**config.mk**
```make
export PLATFORM = sky130hd
export DESIGN_NAME = traffic_sensor_conditioner_flat
export DESIGN_NICKNAME = d
export VERILOG_FILES = /design/src/rtl/traffic_sensor_conditioner_if.sv /design/src/rtl/traffic_sensor_conditioner.sv /design/src/flat_wrapper.sv
export SDC_FILE = /design/constraint.sdc
export NUM_CORES = 1
export LEC_CHECK = 0
export ABC_AREA = 1
export ABC_CLOCK_PERIOD_IN_PS = 2100
export BUFFER_PORTS_ARGS = -buffer_cell sky130_fd_sc_hd__buf_2
export CORE_UTILIZATION = 55
export DETAILED_ROUTE_END_ITERATION = 10
export GPL_TIMING_DRIVEN = 0
export MAX_ROUTING_LAYER = met4
export PLACE_DENSITY_LB_ADDON = 0.08
export SLEW_MARGIN = 10
export SYNTH_ARGS = -nofsm -noshare
export SYNTH_HDL_FRONTEND = slang
export SYNTH_SLANG_ARGS = --single-unit
export TNS_END_PERCENT = 100
```
**constraint.sdc**
```tcl
create_clock -name clk -period 2.1 [get_ports clk]
set_clock_uncertainty 0.2 [all_clocks]
set_input_delay 0.105 -clock clk [delete_from_list [all_inputs] [get_ports clk]]
set_output_delay 0.105 -clock clk [all_outputs]
set_load 0.05 [all_outputs]
```
**src/rtl/traffic_sensor_conditioner_if.sv**
```systemverilog
// Sensor-side and controller-side signals of the traffic sensor conditioner.
// The conditioner takes the slave view; the stimulus side takes the master view.
interface traffic_sensor_conditioner_if;
  logic       sens_main;
  logic       sens_side;
  logic       force_off;
  logic [1:0] in_code;
  logic       en_tick;
  logic       req_valid;

  modport master (
    output sens_main, sens_side, force_off,
    input  in_code, en_tick, req_valid
  );

  modport slave (
    input  sens_main, sens_side, force_off,
    output in_code, en_tick, req_valid
  );
endinterface

```
**src/rtl/traffic_sensor_conditioner.sv**
```systemverilog
// Sensor front end for the traffic-light controller: sync, debounce and hold-stretch
// two vehicle sensors into a 2-bit request code, and generate the periodic enable tick.
module traffic_sensor_conditioner #(
  parameter int unsigned DEB_CYC  = 4,
  parameter int unsigned HOLD_CYC = 8,
  parameter int unsigned TICK_DIV = 2
) (
  input  logic                          clk,
  input  logic                          res,
  traffic_sensor_conditioner_if.slave   bus
);

  localparam int unsigned DebW  = $clog2(DEB_CYC + 1);
  localparam int unsigned HoldW = (HOLD_CYC > 1) ? $clog2(HOLD_CYC) : 1;
  localparam int unsigned TickW = (TICK_DIV > 1) ? $clog2(TICK_DIV) : 1;

  localparam logic [DebW-1:0]  DebLast  = DebW'(DEB_CYC - 1);
  localparam logic [HoldW-1:0] HoldLoad = HoldW'(HOLD_CYC - 1);
  localparam logic [TickW-1:0] TickLast = TickW'(TICK_DIV - 1);

  typedef enum logic [1:0] {StIdle, StActive, StHold} ch_state_e;

  // Channel 0 is the main road, channel 1 the side road.
  logic [1:0]       raw;
  logic [1:0]       sync1_q, sync1_d;
  logic [1:0]       sync2_q, sync2_d;
  logic [1:0]       deb_q, deb_d;
  logic [DebW-1:0]  deb_cnt_q [2];
  logic [DebW-1:0]  deb_cnt_d [2];
  ch_state_e        state_q [2];
  ch_state_e        state_d [2];
  logic [HoldW-1:0] hold_q [2];
  logic [HoldW-1:0] hold_d [2];
  logic [1:0]       req;
  logic [1:0]       in_code_q, in_code_d;
  logic             req_valid_q, req_valid_d;
  logic [TickW-1:0] tick_cnt_q, tick_cnt_d;
  logic             en_tick_q, en_tick_d;

  assign raw = {bus.sens_side, bus.sens_main};

  always_comb begin
    sync1_d = raw;
    sync2_d = sync1_q;
    deb_d   = deb_q;
    req     = 2'b00;
    for (int i = 0; i < 2; i++) begin
      deb_cnt_d[i] = '0;
      state_d[i]   = state_q[i];
      hold_d[i]    = hold_q[i];
      req[i]       = (state_q[i] != StIdle);

      if (sync2_q[i] != deb_q[i]) begin
        if (deb_cnt_q[i] == DebLast) begin
          deb_d[i] = ~deb_q[i];
        end else begin
          deb_cnt_d[i] = deb_cnt_q[i] + 1'b1;
        end
      end

      if (bus.force_off) begin
        state_d[i] = StIdle;
        hold_d[i]  = '0;
      end else begin
        unique case (state_q[i])
          StIdle: begin
            if (deb_q[i]) state_d[i] = StActive;
          end
          StActive: begin
            if (!deb_q[i]) begin
              state_d[i] = StHold;
              hold_d[i]  = HoldLoad;
            end
          end
          StHold: begin
            // A re-assertion during hold keeps the request up without a gap.
            if (deb_q[i]) begin
              state_d[i] = StActive;
              hold_d[i]  = '0;
            end else if (hold_q[i] == '0) begin
              state_d[i] = StIdle;
            end else begin
              hold_d[i] = hold_q[i] - 1'b1;
            end
          end
          default: state_d[i] = StIdle;
        endcase
      end
    end

    in_code_d   = bus.force_off ? 2'b00 : req;
    req_valid_d = (in_code_d != 2'b00);

    en_tick_d  = (tick_cnt_q == TickLast);
    tick_cnt_d = (tick_cnt_q == TickLast) ? '0 : tick_cnt_q + 1'b1;
  end

  always_ff @(posedge clk) begin
    if (res) begin
      sync1_q     <= '0;
      sync2_q     <= '0;
      deb_q       <= '0;
      in_code_q   <= '0;
      req_valid_q <= 1'b0;
      tick_cnt_q  <= '0;
      en_tick_q   <= 1'b0;
      for (int i = 0; i < 2; i++) begin
        deb_cnt_q[i] <= '0;
        state_q[i]   <= StIdle;
        hold_q[i]    <= '0;
      end
    end else begin
      sync1_q     <= sync1_d;
      sync2_q     <= sync2_d;
      deb_q       <= deb_d;
      in_code_q   <= in_code_d;
      req_valid_q <= req_valid_d;
      tick_cnt_q  <= tick_cnt_d;
      en_tick_q   <= en_tick_d;
      for (int i = 0; i < 2; i++) begin
        deb_cnt_q[i] <= deb_cnt_d[i];
        state_q[i]   <= state_d[i];
        hold_q[i]    <= hold_d[i];
      end
    end
  end

  assign bus.in_code   = in_code_q;
  assign bus.req_valid = req_valid_q;
  assign bus.en_tick   = en_tick_q;

endmodule
```
**src/flat_wrapper.sv**
```systemverilog
// flat-port wrapper written by rule: the top's interface ports become plain ports
module traffic_sensor_conditioner_flat 
#(
  parameter int unsigned DEB_CYC  = 4,
  parameter int unsigned HOLD_CYC = 8,
  parameter int unsigned TICK_DIV = 2
)
  (clk, res, bus_sens_main, bus_sens_side, bus_force_off, bus_in_code, bus_en_tick, bus_req_valid);
  traffic_sensor_conditioner_if bus_i ();
  input  logic clk;
  input  logic res;
  input wire logic [$bits(bus_i.sens_main)-1:0] bus_sens_main;
  input wire logic [$bits(bus_i.sens_side)-1:0] bus_sens_side;
  input wire logic [$bits(bus_i.force_off)-1:0] bus_force_off;
  output wire logic [$bits(bus_i.in_code)-1:0] bus_in_code;
  output wire logic [$bits(bus_i.en_tick)-1:0] bus_en_tick;
  output wire logic [$bits(bus_i.req_valid)-1:0] bus_req_valid;
  assign bus_i.sens_main = bus_sens_main;
  assign bus_i.sens_side = bus_sens_side;
  assign bus_i.force_off = bus_force_off;
  assign bus_in_code = bus_i.in_code;
  assign bus_en_tick = bus_i.en_tick;
  assign bus_req_valid = bus_i.req_valid;
  traffic_sensor_conditioner #(.DEB_CYC(DEB_CYC), .HOLD_CYC(HOLD_CYC), .TICK_DIV(TICK_DIV)) u_core (.clk(clk), .res(res), .bus(bus_i));
endmodule
```
Word level (Yosys, flattened, before mapping)
Memories as Yosys holds them, arrays and structs flattened. Cells that the tools add are included.

Add/sub/neg operators: 5. Multipliers: 0. Div/mod/pow operators: 0. Magnitude comparators: 0. Equality and inequality tests: 8. Shift operators: 0. Multiplexer cells: 36. Bitwise gates (word level): 8. Reduce and logical (&&, ||, !) cells: 10.

Operators by type and width (count): $mux W3 (16); $mux W2 (13); $pmux W2 S3 (2); $pmux W3 S2 (2); $add A3 B1 Y3 const B (2); $eq A3 B2 Y1 const B (2); $logic_not A3 Y1 (2); $or A1 B1 Y1 (6); $reduce_bool A2 Y1 (3); $sub A3 B1 Y3 const B (2); $eq A2 B1 Y1 const B (2); $eq A2 B2 Y1 const B (2); $logic_not A2 Y1 (2); $reduce_and A2 Y1 (2); $mux W1 (3); $ne A1 B1 Y1 (2); $not A1 Y1 (2); $reduce_or A2 Y1 (1); $add A1 B1 Y1 const B (1).

Flip-flop bits (word level): 11. Bits in latches: 0. RAM bits: 16. Memory bits (read-only): 0. Bits of input ports: 5. Output and inout bits: 4. Logic and storage cells: 78. Memories: 3.

Memory list: u_core.deb_cnt_q (words 2, bits a word 3, rd ports 2, clocked after memory_dff 0, wr ports 2, RTL line traffic_sensor_conditioner.sv:28) `logic [DebW-1:0] deb_cnt_q [2];`; u_core.hold_q (words 2, bits a word 3, rd ports 2, clocked after memory_dff 0, wr ports 2, RTL line traffic_sensor_conditioner.sv:32) `logic [HoldW-1:0] hold_q [2];`; u_core.state_q (words 2, bits a word 2, rd ports 2, clocked after memory_dff 0, wr ports 2, RTL line traffic_sensor_conditioner.sv:30) `ch_state_e state_q [2];`.

Logic depth before layout (Yosys ltp)
Depth in word-level cells: 6. Mapped depth: 9. Depth with buffers taken out: 9.

Worst setup path after synthesis
Ideal clock, no wire load.

Path type: register -> register. From: memory u_core.hold_q[0][0] in the netlist's numbering. To: memory u_core.state_q[0][0] in the netlist's numbering. Library setup time: 0.113 ns. Arrival time: 1.141 ns. Data required time: 1.787 ns. Setup slack: 0.646 ns. Stages on the path, launching flop included: 9. Path through: dfxtp_1 -> inv_1 -> ha_1 -> ha_1 -> nand3b_2 -> nand3_2 -> nand2_1 -> nand2_1 -> nor2_1.

RTL lines (RTL line): start, declared (traffic_sensor_conditioner.sv:32); end, declared (traffic_sensor_conditioner.sv:30).

==> metrics.yaml <==
sta:
  tightest_slew_ns: 0.282
  max_slew_margin_pct: 81.2
  finalSetupViolCount: 0
  fmax_ghz: 0.645
  hold_viol_final: 0
  maxSlewViolCount: 0
  period_minus_slack_ns: 1.55
  setup_tns_ns: 0
  rsz0062_at_grt: "false"
  fin_crit_sh_pct: 73.8
synthesis:
  synth_xor_area_share_pct: 0
  synth-compound-area-share_pct: 9.52
  yosys.area.top_type: "dfxtp_1"
  synth_area_per_cell_um2: 7.89
  synth_cells: 165
  synth.area.mux_share_pct: 0
  synthSimpleGateAreaFrac_pct: 23.7
  syn-num-nets: 186
  ys_seq_elements: 27
  syn-cell-area_um2: 1300
  synth.distinct_cells: 21
  yosysTopAreaCellShare_pct: 41.5
  synth_top_family_by_area: "simple AND/OR/NAND/NOR gates"
  yosys_warnings: 0
  synth_fa_ha_area_share_pct: 15.4
  ys_seq_area_share_pct: 41.5
  synthTopCellsByArea: "dfxtp_1 (42%), ha_1 (15%), nor2_1 (9.2%)"
drt:
  wire_per_inst_um: 9.50
  ant_nets: 0
  remaining_drc_errors: 0
  dr.pass1.iters: 4
  drt-vias-per-instance: 4.77
  num_vias: 1001
  wirelength_um: 1990
  drt_iter0_markers: 18
worst_setup_path:
  cp-end-kind: "flop"
  critPathKind: "flop to flop"
  cpMaxStageDelayCell: "dfxtp_1"
  crit_buf_inv: 1
  worstRegToRegCells: 8
  max_stage_delay_ns: 0.36
  worstPathMaxFanout: 4
  critPathTopFamily: "simple AND/OR/NAND/NOR gates"
  worst-endpoint-required_ns: 2.14
  path_cells: "inv_1 > ha_1 > ha_1 > nand3b_2 > nand3_2 > nand2_1 > nand2_1 > nor2_1"
  crit_cells: 8
  crit_arrival_ns: 1.60
  critPathLaunchType: "flop"
flow_run:
  cap_violations: 0
cts:
  numCtsBuffers: 3
  path_clk_slew_ns: 0.15
  cts_tree: "yes"
  cts_setup_buffers: 0
  cts_sinks: 27
  cts_max_level: 1
  cts_resized: 0
  cts_buffer_depth: 2
  root_buffer: "clkbuf_4"
  clock_latency_ns: 0.33
global_route:
  antenna_found_initial: 0
  track_usage_pct: 19.0
  grt_overflow: 0
  grt_start_max_net_pins: 16
  grt_pass1_wl_um: 3550
  grt_pass1_vias: 911
die:
  rows: 17
  ios: 9
  initial_core_util_pct: 58.8
  die_h_um: 50.6
  die-area_um2: 2560
  core-area_um2: 2210
  die_x_um: 50.6
placed_design:
  gp_congestion: 0.797
  dp_hpwl_um: 1450
  port_buffers: 7
  place_area_um2: 1370
finish:
  design_area_um2: 1460
  drive_gt1_share_pct: 12.1
  fin_nets: 204
  area_growth_pct: 12.1
  insertedDiodeCount: 0
hold_path:
  hold_path.class: "flop to flop"
  min_delay_path_depth: 2
power_and_ir_drop:
  leakage_nw: 0.670
  p_per_area_nw_per_um2: 540
  worst_ir_drop_vdd_mv: 0.483
status:
  status: "finished clean"
[through the flow]
step,cells,setup WS (ns),hold WS [ns],total power [mW],util [%]
detailed placement,200,0.570,0.117,0.565,62.0
global placement,200,0.596,0.108,0.564,62.0
CTS,210,0.545,0.211,0.800,66.0
finish,210,0.549,0.210,0.788,66.0
floorplan,165,0.646,0.0120,0.556,-
global route,210,0.418,0.230,0.822,66.0
[layer usage]
| metal | global-route usage [%] | up-vias | wire, um |
|---|---|---|---|
| li1 | - | 542 | - |
| met1 | 22.4 | 441 | 970 |
| met2 | 31.6 | 14 | 939 |
| met3 | 3.64 | 4 | 47 |
| met4 | 8.33 | 0 | 36 |
| met5 | - | - | 0 |
[cells in the final DEF (no fill, tap or decap), types with 2 or more instances in the layout]
| master | n |
|---|---|
| nor2_1 | 32 |
| inv_1 | 27 |
| dfxtp_1 | 27 |
| nand2_1 | 26 |
| ha_1 | 16 |
| buf_2 | 8 |
| o21ai_0 | 8 |
| a21oi_1 | 8 |
| dlygate4sd3_1 | 6 |
| nand3_1 | 3 |
| nand3_2 | 3 |
| clkbuf_4 | 3 |
| inv_2 | 2 |
| o21a_1 | 2 |
| o211ai_1 | 2 |
[cell type report]
cell class / count / area (um^2)
buffer: 2 / 16.3
sequential: 27 / 541
tap: 28 / 35.0
multi-input combinational: 106 / 632
inverter: 30 / 113
fill: 203 / 753
clock inverter: 1 / 5.00
timing repair buffer: 13 / 95.1
clock buffer: 3 / 22.5
[power breakdown]
group | switching, mW | internal, mW | leakage [nW]
logic | 0.0224 | 0.0177 | 0.433
registers | 0.00287 | 0.520 | 0.219
clock network | 0.154 | 0.0715 | 0.0177
[flip-flops by register name, indices dropped and copies added, names as in the netlist]
| register | flops |
|---|---|
| u_core.sync2_q | 2 |
| u_core.deb_q | 2 |
| u_core.bus.en_tick | 1 |
| u_core.deb_cnt_q | 6 |
| u_core.state_q | 4 |
| u_core.hold_q | 6 |
| u_core.sync1_q | 2 |
| u_core.bus.in_code | 2 |
| u_core.bus.req_valid | 1 |
| u_core.en_tick_d | 1 |
[logic make-up after synthesis]
| kind of cell | Yosys count |
|---|---|
| AO/OA/AOI/OAI | 22 |
| adder cells (fa/ha/maj) | 16 |
| buffers and inverters | 32 |
| flip-flops | 27 |
| AND/OR/NAND/NOR | 68 |
[worst paths after layout]
kind | from | end | slack, ns
worst max-delay path | u_core.hold_q[0][0]$_SDFFE_PP0P_ | u_core.state_q[0][0]$_SDFFE_PP0P_ | 0.55
worst min-delay path | u_core.sync1_q[1]$_SDFF_PP0_ | u_core.sync2_q[1]$_SDFF_PP0_ | 0.21
worst max register to register | u_core.hold_q[0][0]$_SDFFE_PP0P_ | u_core.state_q[0][0]$_SDFFE_PP0P_ | 0.55
worst min register to register | u_core.sync1_q[1]$_SDFF_PP0_ | u_core.sync2_q[1]$_SDFF_PP0_ | 0.21
[worst reg2reg max path: cells and delay by family, from the launching register on]
family / cells / cell delay [ns]
buffers and inverters: 1 / 0.05
DFF: 1 / 0.36
adders and majority gates: 2 / 0.41
and+or+nand+nor: 5 / 0.46
[timing repair]
item / in CTS / in global routing
hold buffers: 6 / 0
endpoints found under the hold margin: 19 / 0
setup endpoints to repair: 0 / 0
[cell usage after synthesis (all sizes together)]
cell type,n
nand3b,2
o21ai,9
o211ai,2
a21oi,9
o21a,2
ha,16
nand3,6
nor2,34
inv,29
dfxtp,27
clkinv,1
buf,2
nand2,26
Power figures use the tool's default switching activity.
